## src/rtl/cpu_pkg.sv

```systemverilog
// cpu_pkg: shared opcode, state and width constants for the RISC CPU control path
package cpu_pkg;
    localparam int OP_W   = 3;
    localparam int ADDR_W = 13;

    localparam logic [OP_W-1:0] OP_HLT = 3'b000;
    localparam logic [OP_W-1:0] OP_SKZ = 3'b001;
    localparam logic [OP_W-1:0] OP_ADD = 3'b010;
    localparam logic [OP_W-1:0] OP_AND = 3'b011;
    localparam logic [OP_W-1:0] OP_XOR = 3'b100;
    localparam logic [OP_W-1:0] OP_LDA = 3'b101;
    localparam logic [OP_W-1:0] OP_STO = 3'b110;
    localparam logic [OP_W-1:0] OP_JMP = 3'b111;

    localparam logic [3:0] ST_IDLE   = 4'd0;
    localparam logic [3:0] ST_T0     = 4'd1;
    localparam logic [3:0] ST_T1     = 4'd2;
    localparam logic [3:0] ST_T2     = 4'd3;
    localparam logic [3:0] ST_T3     = 4'd4;
    localparam logic [3:0] ST_T4     = 4'd5;
    localparam logic [3:0] ST_T5     = 4'd6;
    localparam logic [3:0] ST_T6     = 4'd7;
    localparam logic [3:0] ST_T7     = 4'd8;
    localparam logic [3:0] ST_HALTED = 4'd9;

    // Opcodes that read a memory operand and load the accumulator
    function automatic logic is_alu_op(input logic [OP_W-1:0] op);
        return op == OP_ADD || op == OP_AND || op == OP_XOR || op == OP_LDA;
    endfunction
endpackage

```

## src/rtl/cpu_sequencer.sv

```systemverilog
// cpu_sequencer: 8-phase fetch/decode/execute control FSM of the 8-bit-bus RISC CPU
module cpu_sequencer
    import cpu_pkg::*;
(
    input  logic            clk,
    input  logic            rst,
    input  logic            ena,
    input  logic [OP_W-1:0] opcode,
    input  logic            zero,
    output logic            load_ir,
    output logic            inc_pc,
    output logic            load_pc,
    output logic            load_acc,
    output logic            rd,
    output logic            wr,
    output logic            datactl_ena,
    output logic            addr_sel,
    output logic            halt,
    output logic [3:0]      phase
);
    logic [3:0] state, state_nxt;
    logic       fetch, t4, t5, t6, alu, sto, jmp, skz;

    always_ff @(posedge clk or negedge rst)
        if (!rst)
            state <= ST_IDLE;
        else if (ena)
            state <= state_nxt;

    // Unused codes (10..15) fall back to IDLE
    always_comb begin
        state_nxt = (state == ST_HALTED) ? ST_HALTED :
                    (state == ST_T3)     ? ((opcode == OP_HLT) ? ST_HALTED : ST_T4) :
                    (state == ST_T7)     ? ST_T0 :
                    (state <= ST_T6)     ? state + 4'd1 : ST_IDLE;
    end

    always_comb begin
        fetch       = state == ST_T0 || state == ST_T1;
        t4          = state == ST_T4;
        t5          = state == ST_T5;
        t6          = state == ST_T6;
        alu         = is_alu_op(opcode);
        sto         = opcode == OP_STO;
        jmp         = opcode == OP_JMP;
        skz         = opcode == OP_SKZ;
        load_ir     = ena && fetch;
        inc_pc      = ena && (fetch || (skz && zero && (t5 || t6)));
        load_pc     = ena && jmp && (t4 || t5);
        load_acc    = ena && alu && t5;
        rd          = ena && (fetch || (alu && (t4 || t5)));
        wr          = ena && sto && t5;
        datactl_ena = ena && sto && (t4 || t5 || t6);
        addr_sel    = ena && ((alu && (t4 || t5)) || (sto && (t4 || t5 || t6)));
        halt        = state == ST_HALTED;
        phase       = state;
    end
endmodule

```

## config.mk

```make
export PLATFORM = sky130hd
export DESIGN_NAME = cpu_sequencer
export DESIGN_NICKNAME = d
export VERILOG_FILES = /design/src/rtl/cpu_pkg.sv /design/src/rtl/cpu_sequencer.sv
export SDC_FILE = /design/constraint.sdc
export NUM_CORES = 1
export LEC_CHECK = 0
export BUFFER_PORTS_ARGS = -buffer_cell sky130_fd_sc_hd__buf_2
export CORE_AREA = 4 4 41 43
export DETAILED_ROUTE_END_ITERATION = 7
export DIE_AREA = 0 0 45 47
export PLACE_DENSITY = 0.64
export SKIP_CTS_REPAIR_TIMING = 1
export SYNTH_ARGS = -nofsm -noshare
export SYNTH_HDL_FRONTEND = slang
export SYNTH_SLANG_ARGS = --single-unit
```

## constraint.sdc

```tcl
create_clock -name clk -period 1.6 [get_ports clk]
set_input_delay 0 -clock clk [delete_from_list [all_inputs] [get_ports clk]]
set_output_delay 0 -clock clk [all_outputs]
set_load 0.005 [all_outputs]
```

==> results.md <==
- Initial Util: 0.349
- Fraction of registers with async set/reset: 1.00
- Hpwl dp: 931 um
- Max reg flops: 4
- Crit. End Element: output port
- Routed len/inst: 14.1 um
- WL met2: 732 um
- Cell variety after synth: 27
- Post-DP Area: 576 um2
- Final Skew: 0.00142 ns
- Maxcap violations: 0
- PwrDens: 1580 nW/um2
- Tot Pwr: 1.11 mW
- Core area: 1300 um2
- M1 wire length: 562 um
- # rows: 13
- Slew Viols, Final: 0
- Worst hold slack: 0.0860 ns
- VDD IR max: 0.000734 V
- DR top layer: met3
- Sequential power share: 0.204
- CP Data Arrival Time: 1.58 ns
- Vias in the first global route: 497
- Clock power share: 0.115
- Die ar.: 2120 um2
- Max Freq: 632 MHz
- CTS root buffer: clkbuf_4
- Placed cells: 94
- Clk buf depth: 2
- Pin count of the biggest net entering global routing: 13
- Synth Instances: 61
- First-pass GRT wire length: 2.05 mm
- Routability congestion estimate: 0.771
- Synthesized area: 454 um2
- Post-route ant nets: 0
- # port buffers: 19
- CTS tree: done
- Critical path startpoint category: register
- Vias: 547
- Internal Power: 617 uW
- Final WS setup: 0.0170 ns
- Syn Area/Cell: 7.45 um2
- First DRT Iteration DRCs: 5
- Switch share: 0.446
- Clock Sinks: 4
- Final non-filler cell total: 100
- Top_reg_cell synth: dfrtp_1
- Outcome: completed
- Fill cell total of the finished layout: 132
- Worst Hold Class: input port to register
- Top-level port count: 20
- Initial antenna violation count: 0
- RSZ-0062 raised after global routing: yes
- Clk slew on worst S/H paths: 0.04 ns
- Global route overflow: 0
- Share of layout cells above drive strength 1: 0.482
- Synthesis-stage register bit count: 4
- Core Util, Final: 0.541
- Worst-Skew Late Latency: 0.24 ns
- DRC violations left: 0
- CP max FO: 6
- Static Leakage: 0.342 nW
- Slew @ Worst Pin: 0.227 ns
- Sequential fraction of the synthesis area: 0.220
- H-Tree Depth: 1
- All-Layer GR Usage: 0.132
- Syn. warnings: 0
- Final WL: 1.41 mm
- Total Negative Setup Slacks: 0 ns
- Area delta synth->final: 55.1%
- Net Sw Power: 497 uW
- Final hold viol count: 0
- Ant diodes: 0
- Number of synthesized flops with an enable pin: 0
- Die height: 47 um
- Relative slew slack: 0.848
- Via-to-Cell Ratio: 5.47
- Die W: 45 um
- Fin crit period: 1.58 ns
- CP Data Required Time: 1.60 ns
- Total nets after synthesis: 72
- Final setup fails: 0
- Period utilisation layout: 0.989
- Crit Path Class: register to output port
- Place WS: 0.0382 ns
- Final net count: 98
- Inserted Clock Buffers: 3
- Initial DRT Pass Iterations: 4
- Logic pwr share: 0.681
- WL met3: 115 um
- Final instance area: 704 um2
## cells by family after synthesis
| kind of cell | Yosys count | share of synthesized area |
|---|---|---|
| fa+ha+maj | 4 | 0.110 |
| compound gates | 11 | 0.163 |
| flops | 4 | 0.220 |
| simple gates | 32 | 0.413 |
| xor+xnor | 1 | 0.0193 |
| buf+inv | 9 | 0.0744 |
## cells in the mapped netlist, types with 4 or more instances
| library cell | number | area share |
|---|---|---|
| nor2_1 | 6 | 0.050 |
| nand3b_1 | 4 | 0.066 |
| inv_1 | 5 | 0.041 |
| nand2_1 | 7 | 0.058 |
| ha_1 | 4 | 0.11 |
| dfrtp_1 | 4 | 0.22 |
| clkbuf_1 | 4 | 0.033 |
## placed cells by master, fill, tap and decap left out, drive strengths merged, types with 2 or more instances in the layout
cell and count:
nand2b 2, dfrtp 4, nor2 6, inv 5, a21oi 2, nand2 7, buf 24, nor3 2
ha 4, nor4 2, clkbuf 3, nand4b 2, o21ai 2, nand3b 4, a31oi 2
## critical path, stage by stage, from the launching register on
cell	delay, ns
dfrtp_1	0.41
buf_6	0.15
ha_4	0.16
or2_4	0.26
a32oi_2	0.18
nor3b_2	0.07
buf_2	0.12
## layer usage
metal,GRT usage,vias to the layer above
met4,0.0351,0
met1,0.163,260
met5,0,-
met3,0.0460,0
met2,0.220,22
li1,-,265
## final timing paths
kind / from / to / slack (ns) / cells after the start
setup / recovery: phase[0] / inc_pc / 0.02 / 6
hold / removal: ena / phase[2] / 0.09 / 2
setup reg to reg: phase[0] / phase[2] / 0.05 / 5
hold reg to reg: phase[3] / phase[2] / 0.60 / 1
max in group asynchronous: rst / phase[3] / 1.37 / 2
min in group asynchronous: rst / phase[1] / 0.10 / 2
## cell type report
cell class,instances,area (um2),area share
sequential,4,103,0.146
clock buffer,3,22.5,0.0320
tap,15,18.8,0.0266
multi-input combinational,48,392,0.556
inverter,5,18.8,0.0266
timing repair buffer,25,150,0.213
## power groups by stage
stage          logic, mW  clock network [mW]  registers [mW]
6_report           0.758               0.128           0.227
2_1_floorplan      0.385                   0           0.189
3_5_place_dp       0.565                   0           0.212
3_3_place_gp       0.562                   0           0.211
5_1_grt            0.846               0.143           0.237
4_1_cts            0.574               0.134           0.211
Note: power is estimated with default switching activity, not from simulation.
